--- src/rtl/tx_ts_fifo_pkg.sv ---
// Shared types for the tx timestamp FIFO:
// entry layout and capture FSM states.
package tx_ts_fifo_pkg;

  localparam int TS_ENTRY_W = 184;

  // Field order from MSB to LSB:
  // time, portId, seqId, msgType, sdoId.
  typedef struct packed {
    logic [79:0] t;
    logic [79:0] port;
    logic [15:0] seq;
    logic [3:0]  msg;
    logic [3:0]  sdo;
  } ts_entry_t;

  typedef enum logic {
    ST_IDLE = 1'b0,
    ST_WAIT = 1'b1
  } cap_state_e;

endpackage

--- src/rtl/tx_ts_fifo_sync_fifo_sa.sv ---
// Generic synchronous show-ahead FIFO with
// a registered head and a separate occupancy counter.
module sync_fifo_sa #(
  parameter int W  = 8,
  parameter int AW = 2
) (
  input  logic          clk,
  input  logic          rst,
  input  logic          push_i,
  input  logic [W-1:0]  din_i,
  input  logic          pop_i,
  output logic [W-1:0]  dout_o,
  output logic          full_o,
  output logic          empty_o,
  output logic [AW:0]   count_o
);

  localparam int DEPTH = 1 << AW;

  logic [W-1:0]  mem_q [DEPTH];
  logic [AW-1:0] wr_ptr_q, wr_ptr_d;
  logic [AW-1:0] rd_ptr_q, rd_ptr_d;
  logic [AW:0]   cnt_q, cnt_d;
  logic [W-1:0]  head_q, head_d;
  logic          push_ok, pop_ok;

  assign full_o  = (cnt_q == (AW+1)'(DEPTH));
  assign empty_o = (cnt_q == '0);
  assign count_o = cnt_q;
  assign dout_o  = head_q;

  always_comb begin
    pop_ok   = pop_i & ~empty_o;
    push_ok  = push_i & (~full_o | pop_ok);
    wr_ptr_d = push_ok ? wr_ptr_q + AW'(1) : wr_ptr_q;
    rd_ptr_d = pop_ok ? rd_ptr_q + AW'(1) : rd_ptr_q;
    cnt_d    = cnt_q;
    if (push_ok && !pop_ok)
      cnt_d = cnt_q + (AW+1)'(1);
    else if (pop_ok && !push_ok)
      cnt_d = cnt_q - (AW+1)'(1);
    // The word being written this cycle may
    // become the new head: bypass it.
    head_d = head_q;
    if (cnt_d != '0) begin
      if (push_ok && wr_ptr_q == rd_ptr_d)
        head_d = din_i;
      else
        head_d = mem_q[rd_ptr_d];
    end
  end

  always_ff @(posedge clk) begin
    if (rst) begin
      wr_ptr_q <= '0;
      rd_ptr_q <= '0;
      cnt_q    <= '0;
      head_q   <= '0;
    end else begin
      wr_ptr_q <= wr_ptr_d;
      rd_ptr_q <= rd_ptr_d;
      cnt_q    <= cnt_d;
      head_q   <= head_d;
    end
  end

  always_ff @(posedge clk) begin
    if (push_ok)
      mem_q[wr_ptr_q] <= din_i;
  end

endmodule

--- src/rtl/tx_ts_fifo.sv ---
// Pairs tx SFD timestamps with PTP identity
// fields and queues them for software readout.
module tx_ts_fifo
  import tx_ts_fifo_pkg::*;
#(
  parameter int DEPTH   = 4,
  parameter int AW      = 2,
  parameter int TMO_CYC = 255
) (
  input  logic          rtc_clk,
  input  logic          rtc_rst,
  input  logic          enable_i,
  input  logic [79:0]   rtc_time_i,
  input  logic          txts_trig_i,
  input  logic          txts_valid_i,
  input  logic [79:0]   tx_sourcePortIdentity_i,
  input  logic [15:0]   tx_seqId_i,
  input  logic [3:0]    tx_messageType_i,
  input  logic [3:0]    tx_majorSdoId_i,
  input  logic          pop_i,
  input  logic          ovf_clr_i,
  output logic          ts_rdy_o,
  output logic [79:0]   ts_time_o,
  output logic [79:0]   ts_portId_o,
  output logic [15:0]   ts_seqId_o,
  output logic [3:0]    ts_msgType_o,
  output logic [3:0]    ts_sdoId_o,
  output logic [AW:0]   ts_count_o,
  output logic          ovf_o,
  output logic          orphan_o,
  output logic          int_txts_o
);

  if (DEPTH != (1 << AW) || DEPTH < 2) begin : g_bad_depth
    $error("DEPTH must equal 2**AW and be >= 2");
  end

  cap_state_e  state_q, state_d;
  logic [79:0] cap_time_q, cap_time_d;
  logic [7:0]  tmo_q, tmo_d;
  logic        ovf_q, ovf_d;
  logic        orphan_q, orphan_d;
  logic        push, orphan_set, ovf_set;
  logic [79:0] push_time;
  logic        full, empty;
  ts_entry_t   push_entry, head;

  always_comb begin
    state_d    = state_q;
    cap_time_d = cap_time_q;
    tmo_d      = tmo_q;
    push       = 1'b0;
    push_time  = cap_time_q;
    orphan_set = 1'b0;
    unique case (state_q)
      ST_IDLE: begin
        tmo_d = '0;
        if (txts_trig_i && enable_i) begin
          cap_time_d = rtc_time_i;
          if (txts_valid_i) begin
            push      = 1'b1;
            push_time = rtc_time_i;
          end else begin
            state_d = ST_WAIT;
          end
        end else if (txts_valid_i) begin
          orphan_set = 1'b1;
        end
      end
      ST_WAIT: begin
        tmo_d = tmo_q + 8'd1;
        if (!enable_i) begin
          state_d = ST_IDLE;
          tmo_d   = '0;
        end else if (txts_valid_i) begin
          push    = 1'b1;
          state_d = ST_IDLE;
          tmo_d   = '0;
        end else if (txts_trig_i) begin
          // Previous frame is lost; restart on the new SFD.
          cap_time_d = rtc_time_i;
          tmo_d      = '0;
          orphan_set = 1'b1;
        end else if ((tmo_q + 8'd1) == 8'(TMO_CYC)) begin
          state_d    = ST_IDLE;
          tmo_d      = '0;
          orphan_set = 1'b1;
        end
      end
      default: begin
        state_d = ST_IDLE;
        tmo_d   = '0;
      end
    endcase

    ovf_set  = push & full & ~pop_i;
    ovf_d    = ovf_set | (ovf_q & ~ovf_clr_i);
    orphan_d = orphan_set | (orphan_q & ~ovf_clr_i);
  end

  always_comb begin
    push_entry.t    = push_time;
    push_entry.port = tx_sourcePortIdentity_i;
    push_entry.seq  = tx_seqId_i;
    push_entry.msg  = tx_messageType_i;
    push_entry.sdo  = tx_majorSdoId_i;
  end

  always_ff @(posedge rtc_clk) begin
    if (rtc_rst) begin
      state_q    <= ST_IDLE;
      cap_time_q <= '0;
      tmo_q      <= '0;
      ovf_q      <= 1'b0;
      orphan_q   <= 1'b0;
    end else begin
      state_q    <= state_d;
      cap_time_q <= cap_time_d;
      tmo_q      <= tmo_d;
      ovf_q      <= ovf_d;
      orphan_q   <= orphan_d;
    end
  end

  sync_fifo_sa #(
    .W  (TS_ENTRY_W),
    .AW (AW)
  ) u_fifo (
    .clk     (rtc_clk),
    .rst     (rtc_rst),
    .push_i  (push),
    .din_i   (push_entry),
    .pop_i   (pop_i),
    .dout_o  (head),
    .full_o  (full),
    .empty_o (empty),
    .count_o (ts_count_o)
  );

  assign ts_rdy_o     = ~empty;
  assign ts_time_o    = head.t;
  assign ts_portId_o  = head.port;
  assign ts_seqId_o   = head.seq;
  assign ts_msgType_o = head.msg;
  assign ts_sdoId_o   = head.sdo;
  assign ovf_o        = ovf_q;
  assign orphan_o     = orphan_q;
  assign int_txts_o   = ~empty & enable_i;

endmodule

--- config.mk ---
export PLATFORM = sky130hd
export DESIGN_NAME = tx_ts_fifo
export DESIGN_NICKNAME = d
export VERILOG_FILES = /design/src/rtl/tx_ts_fifo_pkg.sv /design/src/rtl/tx_ts_fifo_sync_fifo_sa.sv /design/src/rtl/tx_ts_fifo.sv
export SDC_FILE = /design/constraint.sdc
export NUM_CORES = 1
export LEC_CHECK = 0
export CAP_MARGIN = 10
export CORE_UTILIZATION = 46
export DETAILED_ROUTE_END_ITERATION = 8
export PLACE_DENSITY = 0.7
export SYNTH_ARGS = -nofsm -noshare
export SYNTH_HDL_FRONTEND = slang
export SYNTH_HIERARCHICAL = 1
export SYNTH_SLANG_ARGS = --single-unit
--- constraint.sdc ---
create_clock -name rtc_clk -period 18.1 [get_ports rtc_clk]
set_clock_uncertainty 0.15 [all_clocks]
set_input_delay 4.525 -clock rtc_clk [delete_from_list [all_inputs] [get_ports rtc_clk]]
set_output_delay 4.525 -clock rtc_clk [all_outputs]
set_load 0.02 [all_outputs]
== Yosys cells after proc, flatten, opt, wreduce, memory -nomap -nowiden ==
Memory sizes are Yosys's and may differ from the RTL's. A register that Yosys moved wholly into a read port is not among the register bits.
Index checks and enable logic that the tools add are counted.
Storage, ports and cells
  output and inout port bits: 191
  register bits after elaboration: 98
  input bits: 191
  memory bits (writable): 736
  memories kept: 1
  logic and storage cells: 78
Memory list
  u_fifo.mem_q: words 4, width 184, read ports 1, clocked after Yosys merged registers in 1, wr ports 1, line tx_ts_fifo_sync_fifo_sa.sv:20  | logic [W-1:0] mem_q [DEPTH];
Cells by class
  reduce and logical (&&, ||, !) cells: 8
  equality and inequality tests: 6
  bitwise logic cells: 15
  $add $sub $neg: 5
  mux-type cells: 35
Operator list (number)
  $mux 80: 7
  $pmux 80 s2: 1
  $mux 8: 4
  $mux 1: 16
  $pmux 8 s2: 1
  $add 8x1->8 const B: 1
  $eq 8x8->1 const B: 1
  $ne 2x2->1 const B: 4
  $and 1x1->1: 7
  $mux 3: 2
  $pmux 1 s2: 3
  $not 1->1: 5
  $add 2x1->2 const B: 2
  $reduce_and 4->1: 1
  $add 3x1->3 const B: 1
  $eq 3x3->1 const B: 1
  $logic_and 1x1->1: 3
  $logic_not 3->1: 1
  $or 1x1->1: 3
  $reduce_bool 3->1: 1
  $sub 3x1->3 const B: 1
  $logic_not 1->1: 2
  $mux 2: 1

== Depth between registers and ports, before layout ==
Gate-level depths: netlist of the first run.
  depth after elaboration: 10
  mapped depth: 13

== Cells and area by module ==
The synthesis of the first run kept the hierarchy.
Modules (own cells, without submodules)
  sync_fifo_sa: cells each 3374, area each 42552.1 µm², times used 1, sequential area each 25924.9 µm²
  tx_ts_fifo: cells each 504, area each 4300.4 µm², times used 1, sequential area each 1821.7 µm²

== Least setup slack after synthesis of the first run ==
No wires, ideal clock.
  path type: input -> register
  start: input txts_valid_i
  end: memory u_fifo/mem_q[0][0] (netlist name), enable pin
  slack: 4.237 ns
  stages on the path: 6
  arrival time: 12.981 ns
  setup time: 0.732 ns
  path through: buf_2 nand2_1 nor2_1 buf_4 o21ai_1 nor2_1
Between the ends
  longest elaborated chain between the ends: 6
  elaborated cells between the ends (all ways): 7
  those cells by class: 6 x mux; 1 x bitwise
RTL lines
  start: declaration: line tx_ts_fifo.sv:15  | input logic txts_valid_i,
  $mux 1 (*): line tx_ts_fifo.sv:60, tx_ts_fifo.sv:75
  $mux 1 (on tied branches): line tx_ts_fifo.sv:72, tx_ts_fifo.sv:58
  $pmux 1 s2 (*): line tx_ts_fifo.sv:55  | unique case (state_q)
  named net push: line tx_ts_fifo.sv:43  | logic push, orphan_set, ovf_set;
  $and 1x1->1 (*): line tx_ts_fifo_sync_fifo_sa.sv:34  | push_ok = push_i & (~full_o | pop_ok);
  $mux 1 (*): line tx_ts_fifo_sync_fifo_sa.sv:68  | if (push_ok)
  $mux 1 (implied by the code) (*): line tx_ts_fifo_sync_fifo_sa.sv:69  | mem_q[wr_ptr_q] <= din_i;
  end: declaration: line tx_ts_fifo_sync_fifo_sa.sv:20
Mark *: on every way through the listed nets, which the timed path passes. The rest lies on a longest branch.

== Worst setup path in the final report of the first run ==
  start: input enable_i
  end: output int_txts_o
Between the ends
  longest elaborated chain between the ends: 1
RTL lines
  start: declaration: line tx_ts_fifo.sv:12  | input logic enable_i,
  $and 1x1->1: line tx_ts_fifo.sv:148  | assign int_txts_o = ~empty & enable_i;
  end: declaration: line tx_ts_fifo.sv:31  | output logic int_txts_o
No other way between the ends.

==> metrics, run 1 <==
flip-flop and latch count after synthesis 1018; kind of end point of the critical path output port; post-synthesis net count 4078; clock tree buffer depth 3; worst slew pin tran 1.31 ns; leakage power figure 0.0177 uW; drt wl/cell 22.5 um; primary flip-flop cell chosen by synthesis mapping edfxtp_1; Sw Ratio 37.1%; number of synthesis warnings 6; critical-path cell with the highest stage delay clkdlybuf4s50_1; highest fanout seen on the critical path 7; shortest clock period the worst path allows after layout 10.55 ns; overall fraction of global-route tracks in use 23.3%; remaining antenna violation count after routing 0; switching power total 3250 uW; share of synthesized registers carrying an async set or reset 0%; max incr delay on CP 0.61 ns; maximum number of pins on one net before global-route repair 256; clock tree root buffer cell clkbuf_16; worst skew pair latency 0.70 ns; die width 321 um; Distinct cells, synth 64; CTS tree done; Buf/Inv on CP 2; number of antenna violations at the first check in global routing 4; Port Buf Inserts 381; Fmax 94.7 MHz; worst-case register-to-register setup slack 12.87 ns; clock network fraction of design power 26.0%; post_cts resized 0; worst reg-to-reg path cell count 8; total placed instance area 51200 um^2; detailed-route wire length 123000 um; Synth top area share 47.2%; Critical Path Source Type input port; outcome finished clean; synthesized area per cell 12.1 um^2; Routability Congestion 0.774; leading area contributor after synthesis edfxtp_1; total clock sinks 1018; # DRC 0; Worst Hold Launch cap_time_q[74]; standard cell core area 100000 um^2; TNS Setup 0 ns; first-pass detailed-route iteration total 5; Final period util 58.3%; register share of total power 32.5%; internal portion of total power 5530 uW; WP data arrival 5.88 ns; starting density of the core 46.6%; RR Startpoint u_fifo/rd_ptr_q[0]; number of setup violations in the final report 0; Boundary Pins 382; Iteration-0 DRC Markers 2603; number of buffers inserted by post-CTS setup repair 0; CTS Buf Count 106; Hold Vio Cnt, Final 0; fraction of final layout cells with drive strength greater than 1 14.5%; mapped cell area 46900 um^2; Non-Filler Cell Area, Final 54900 um^2; number of vias per cell 6.09; non-filler instance count after layout 5489; most frequent cells in the layout edfxtp_1 (736), clkdlybuf4s50_1 (380), nor2_1 (379); Power Density 160 nW/um^2; Worst-path clk slew 0.06 ns; Detailed Place HPWL 65500 um; vias in the first global route 32600; number of vias after detailed routing 33400; path type of the worst setup path in2out; H-Tree Level Count 3; normalized max-slew margin 12.6%; Worst Hold Endpoint cap_time_q[74]; top area cells in the synthesized netlist edfxtp_1 (47%), dfxtp_1 (12%), mux2_2 (6.3%); sequential-to-total area share from yosys stat 59.2%; required time at the endpoint of the critical path 13.43 ns; max cap viols 0; die outline area 103000 um^2; share of power burned in combinational logic 41.5%; commonest non-fill, non-tap cell in the layout edfxtp_1; CP delay by family, top buffers and inverters; standard-cell rows 116; post-synthesis cell count 3878; post-cts hold buffer count 0; RSZ-0062 raised after global routing false; die boundary height 321 um; final net count 4234; global-route congestion overflow total 0; worst path cell trace clkdlybuf4s50_1 -> nor2b_1 -> clkdlybuf4s50_1; final max-slew violation count 0; class of the worst hold path reg2reg; worst hold path depth 2; largest voltage drop on the vdd net 0.238 mV; CP dominant cell by count clkdlybuf4s50_1; EDFF count, synth 736; worst hold-check slack 0.301 ns; critical register-to-register path endpoint u_fifo/dout_o[32]; Placed Cells incl. Taps 5283; layout-stage area growth over the synthesis result 17.2%; global-route wire length before repair 189000 um
## power by group through the flow
stage / registers, uW / clock network (uW) / logic, uW
6_report: 2860 / 2280 / 3650
5_1_grt: 2880 / 2420 / 3930
4_1_cts: 2860 / 2320 / 3630
3_5_place_dp: 2900 / 0 / 3610
3_3_place_gp: 2900 / 0 / 3540
2_1_floorplan: 3030 / 0 / 2610
## tightest hold or removal path, cell delays in order (launching register included)
cell	delay, ns
dfxtp_1	0.31
nand2_1	0.05
a21oi_1	0.05
## flip-flops by register name, indices dropped and copies added, names as in the netlist
register	flops
u_fifo/rd_ptr_q	2
state_q	1
cap_time_q	80
u_fifo/count_o	3
u_fifo/wr_ptr_q	2
ovf_o	1
u_fifo/mem_q	736
tmo_q	8
orphan_o	1
u_fifo/dout_o	184
## routing by layer
layer	global-route usage (%)	share of wire (%)
met1	31.0	43
met5	0	0.015
met4	7.71	2.3
met3	3.33	5.8
met2	39.2	49
## synth_stat cells (all sizes together) (4+ instances only)
| master | number |
|---|---|
| edfxtp | 736 |
| nor2 | 384 |
| a311oi | 366 |
| nand2 | 350 |
| dfxtp | 282 |
| clkbuf | 271 |
| a21oi | 270 |
| mux2 | 264 |
| o21ai | 188 |
| mux2i | 186 |
| and3 | 184 |
| a221o | 183 |
| buf | 112 |
| inv | 16 |
| ha | 9 |
| nor3 | 9 |
| nor2b | 8 |
| xnor2 | 8 |
| nand3b | 6 |
| nand2b | 4 |
## final cells by class
cell class / count / area, um^2
tap: 1357 / 1700
clock inverter: 46 / 534
inverter: 16 / 62.6
clock buffer: 154 / 3190
fill: 8296 / 45500
multi-input combinational: 2461 / 17400
sequential: 1018 / 27800
antenna: 6 / 15.0
timing repair buffer: 431 / 4270
## stage by stage
step / setup slack, ns / util [%] / total power [uW]
CTS: 7.55 / 54.7 / 8810
floorplan: 4.24 / - / 5630
global placement: 7.56 / 51.0 / 6440
finish: 7.55 / 54.7 / 8780
global route: 7.49 / 54.7 / 9230
detailed placement: 7.55 / 51.0 / 6520
## how the worst max path moves through the flow
stage                       startpoint                 end  slack (ns)  cells after the start
final                         enable_i          int_txts_o        7.55                      3
after global routing          enable_i          int_txts_o        7.49                      3
after CTS                     enable_i          int_txts_o        7.55                      3
after detailed placement      enable_i          int_txts_o        7.55                      3
after global placement        enable_i          int_txts_o        7.56                      3
after floorplan           txts_valid_i  u_fifo/mem_q[0][0]        4.24                      6
## cells by family (layout without fill, tap and decap cells)
group                      after synthesis  in the layout  synth area share, %
AOI/OAI and AO/OA                     1027           1027                 17.2
DFF                                   1018           1018                 59.2
and+or+nand+nor                        965            965                 9.05
muxes                                  450            450                 10.3
buffers and inverters                  399            647                 3.82
xor gates and xnor gates                10             10                0.187
adders and majority gates                9              9                0.240
other                                    0              6                    0
(Power assumes the default switching activity.)
==> inputs of run 2 (changes only) <==
--- a/config.mk
+++ b/config.mk
@@ -8,7 +8,7 @@
 export CAP_MARGIN = 10
 export CORE_UTILIZATION = 46
 export DETAILED_ROUTE_END_ITERATION = 8
-export PLACE_DENSITY = 0.7
+export PLACE_DENSITY = 0.72
 export SYNTH_ARGS = -nofsm -noshare
 export SYNTH_HDL_FRONTEND = slang
 export SYNTH_HIERARCHICAL = 1
==> constraint.sdc (replaced) <==
create_clock -name rtc_clk -period 9.58 [get_ports rtc_clk]
set_clock_uncertainty 0.15 [all_clocks]
set_input_delay 2.395 -clock rtc_clk [delete_from_list [all_inputs] [get_ports rtc_clk]]
set_output_delay 2.395 -clock rtc_clk [all_outputs]
set_load 0.02 [all_outputs]
==> metrics, run 2 (synthesized netlist as in run 1, its figures left out) <==
outcome finished clean; die boundary height 321 um; number of vias per cell 6.11; Routability Congestion 0.764; Worst-path clk slew 0.06 ns; leakage power figure 0.0176 uW; worst slew pin tran 1.26 ns; final max-slew violation count 0; Port Buf Inserts 381; final setup margin 3.30 ns; overall fraction of global-route tracks in use 23.5%; worst skew pair latency 0.68 ns; Detailed Place HPWL 66200 um; share of power burned in combinational logic 42.0%; vias in the first global route 32900; Non-Filler Cell Area, Final 54900 um^2; first-pass detailed-route iteration total 6; clock tree root buffer cell clkbuf_16; number of setup violations in the final report 0; standard-cell rows 116; final net count 4232; detailed-route wire length 125000 um; max incr delay on CP 0.61 ns; die outline area 103000 um^2; highest fanout seen on the critical path 7; register share of total power 32.8%; largest voltage drop on the vdd net 0.330 mV; max cap viols 0; Fmax 159 MHz; RSZ-0062 raised after global routing false; most frequent cells in the layout edfxtp_1 (736), clkdlybuf4s50_1 (380), nor2_1 (379); global-route wire length before repair 190000 um; die width 321 um; starting density of the core 46.6%; placement-stage worst setup slack 2.86 ns; area of all sequential standard cells 27800 um^2; post-cts hold buffer count 0; path type of the worst setup path in2out; Power Density 300 nW/um^2; register ranked first by flip-flop count u_fifo/mem_q; critical-path cell with the highest stage delay clkdlybuf4s50_1; required time at the endpoint of the critical path 7.04 ns; remaining antenna violation count after routing 0; footprint of the multi-input gates 17400 um^2; worst hold-check slack 0.301 ns; total placed instance area 51300 um^2; CTS Buf Count 105; internal portion of total power 10300 uW; Hold Vio Cnt, Final 0; drt wl/cell 22.7 um; number of buffers inserted by post-CTS setup repair 0; CP delay by family, top buffers and inverters; commonest non-fill, non-tap cell in the layout edfxtp_1; class of the worst hold path reg2reg; Boundary Pins 382; clock network fraction of design power 25.2%; standard cell core area 100000 um^2; WP data arrival 3.73 ns; Largest register FFs 736; Final period util 65.5%; CTS tree done; kind of end point of the critical path output port; worst path cell trace clkdlybuf4s50_1 -> nor2b_1 -> clkdlybuf4s50_1; Buf/Inv on CP 2; clock tree buffer depth 3; fraction of final layout cells with drive strength greater than 1 14.2%; CP dominant cell by count clkdlybuf4s50_1; total clock sinks 1018; number of vias after detailed routing 33500; number of antenna violations at the first check in global routing 12; Iteration-0 DRC Markers 2763; maximum number of pins on one net before global-route repair 229; H-Tree Level Count 3; share of the core filled with cells 54.6%; # DRC 0; post_cts resized 0; switching power total 6130 uW; layout-stage area growth over the synthesis result 17.1%; normalized max-slew margin 16.3%; global-route congestion overflow total 0; Sw Ratio 37.2%; Critical Path Source Type input port; filler cell count in the final layout 8326; shortest clock period the worst path allows after layout 6.28 ns
==> run 2: cell count changes in the layout (fill, tap and decap cells not counted), sizes merged <==
cell | previous run | this run
buf | 51 | 50
clkinv | 30 | 36
clkbuf | 154 | 148
inv | 19 | 18
==> run 2: area by class of cell <==
class,instances,area share [%]
clock buffers,148,5.49
well taps,1357,3.09
repair buffers,430,8.04
diodes,6,0.0274
flip-flops and latches,1018,50.6
multi-input cells,2461,31.7
inverters,16,0.119
clock inverters,51,0.937
==> run 2: power groups by stage <==
| stage | clock (uW) | sequential (uW) | combinational (uW) |
|---|---|---|---|
| 6_report | 4150 | 5390 | 6910 |
| 5_1_grt | 4390 | 5420 | 7470 |
| 4_1_cts | 4220 | 5390 | 6870 |
| 3_5_place_dp | 0 | 5480 | 6840 |
| 3_3_place_gp | 0 | 5480 | 6700 |
| 2_1_floorplan | 0 | 5720 | 4920 |
==> run 2: layer usage <==
| layer | part of all wire (%) | track usage [%] |
|---|---|---|
| met1 | 42 | 30.7 |
| met3 | 6.8 | 4.21 |
| met2 | 48 | 39.1 |
| met5 | 0.082 | 0 |
| met4 | 2.7 | 8.36 |
==> run 2: final timing paths <==
path	from	end	slack [ns]	cells past startpoint
min reg2reg	cap_time_q[13]	cap_time_q[13]	0.30	2
max reg2reg	u_fifo/rd_ptr_q[0]	u_fifo/dout_o[106]	4.64	7
max	enable_i	int_txts_o	3.30	3
min	cap_time_q[13]	cap_time_q[13]	0.30	2
==> run 2: metrics by stage <==
step	total power [uW]	TNS, ns	cells
floorplan	10600	-1584.71	3878
global placement	12200	0	5282
detailed placement	12300	0	5282
CTS	16500	0	5481
global route	17300	0	5485
finish	16500	0	5487
==> run 2: worst register-to-register path: cells and delay by family, from the launching register on <==
kind,cells,cell delay [ns]
mux,1,0.43
flops,1,0.87
buf+inv,3,2.62
compound gates,3,0.75
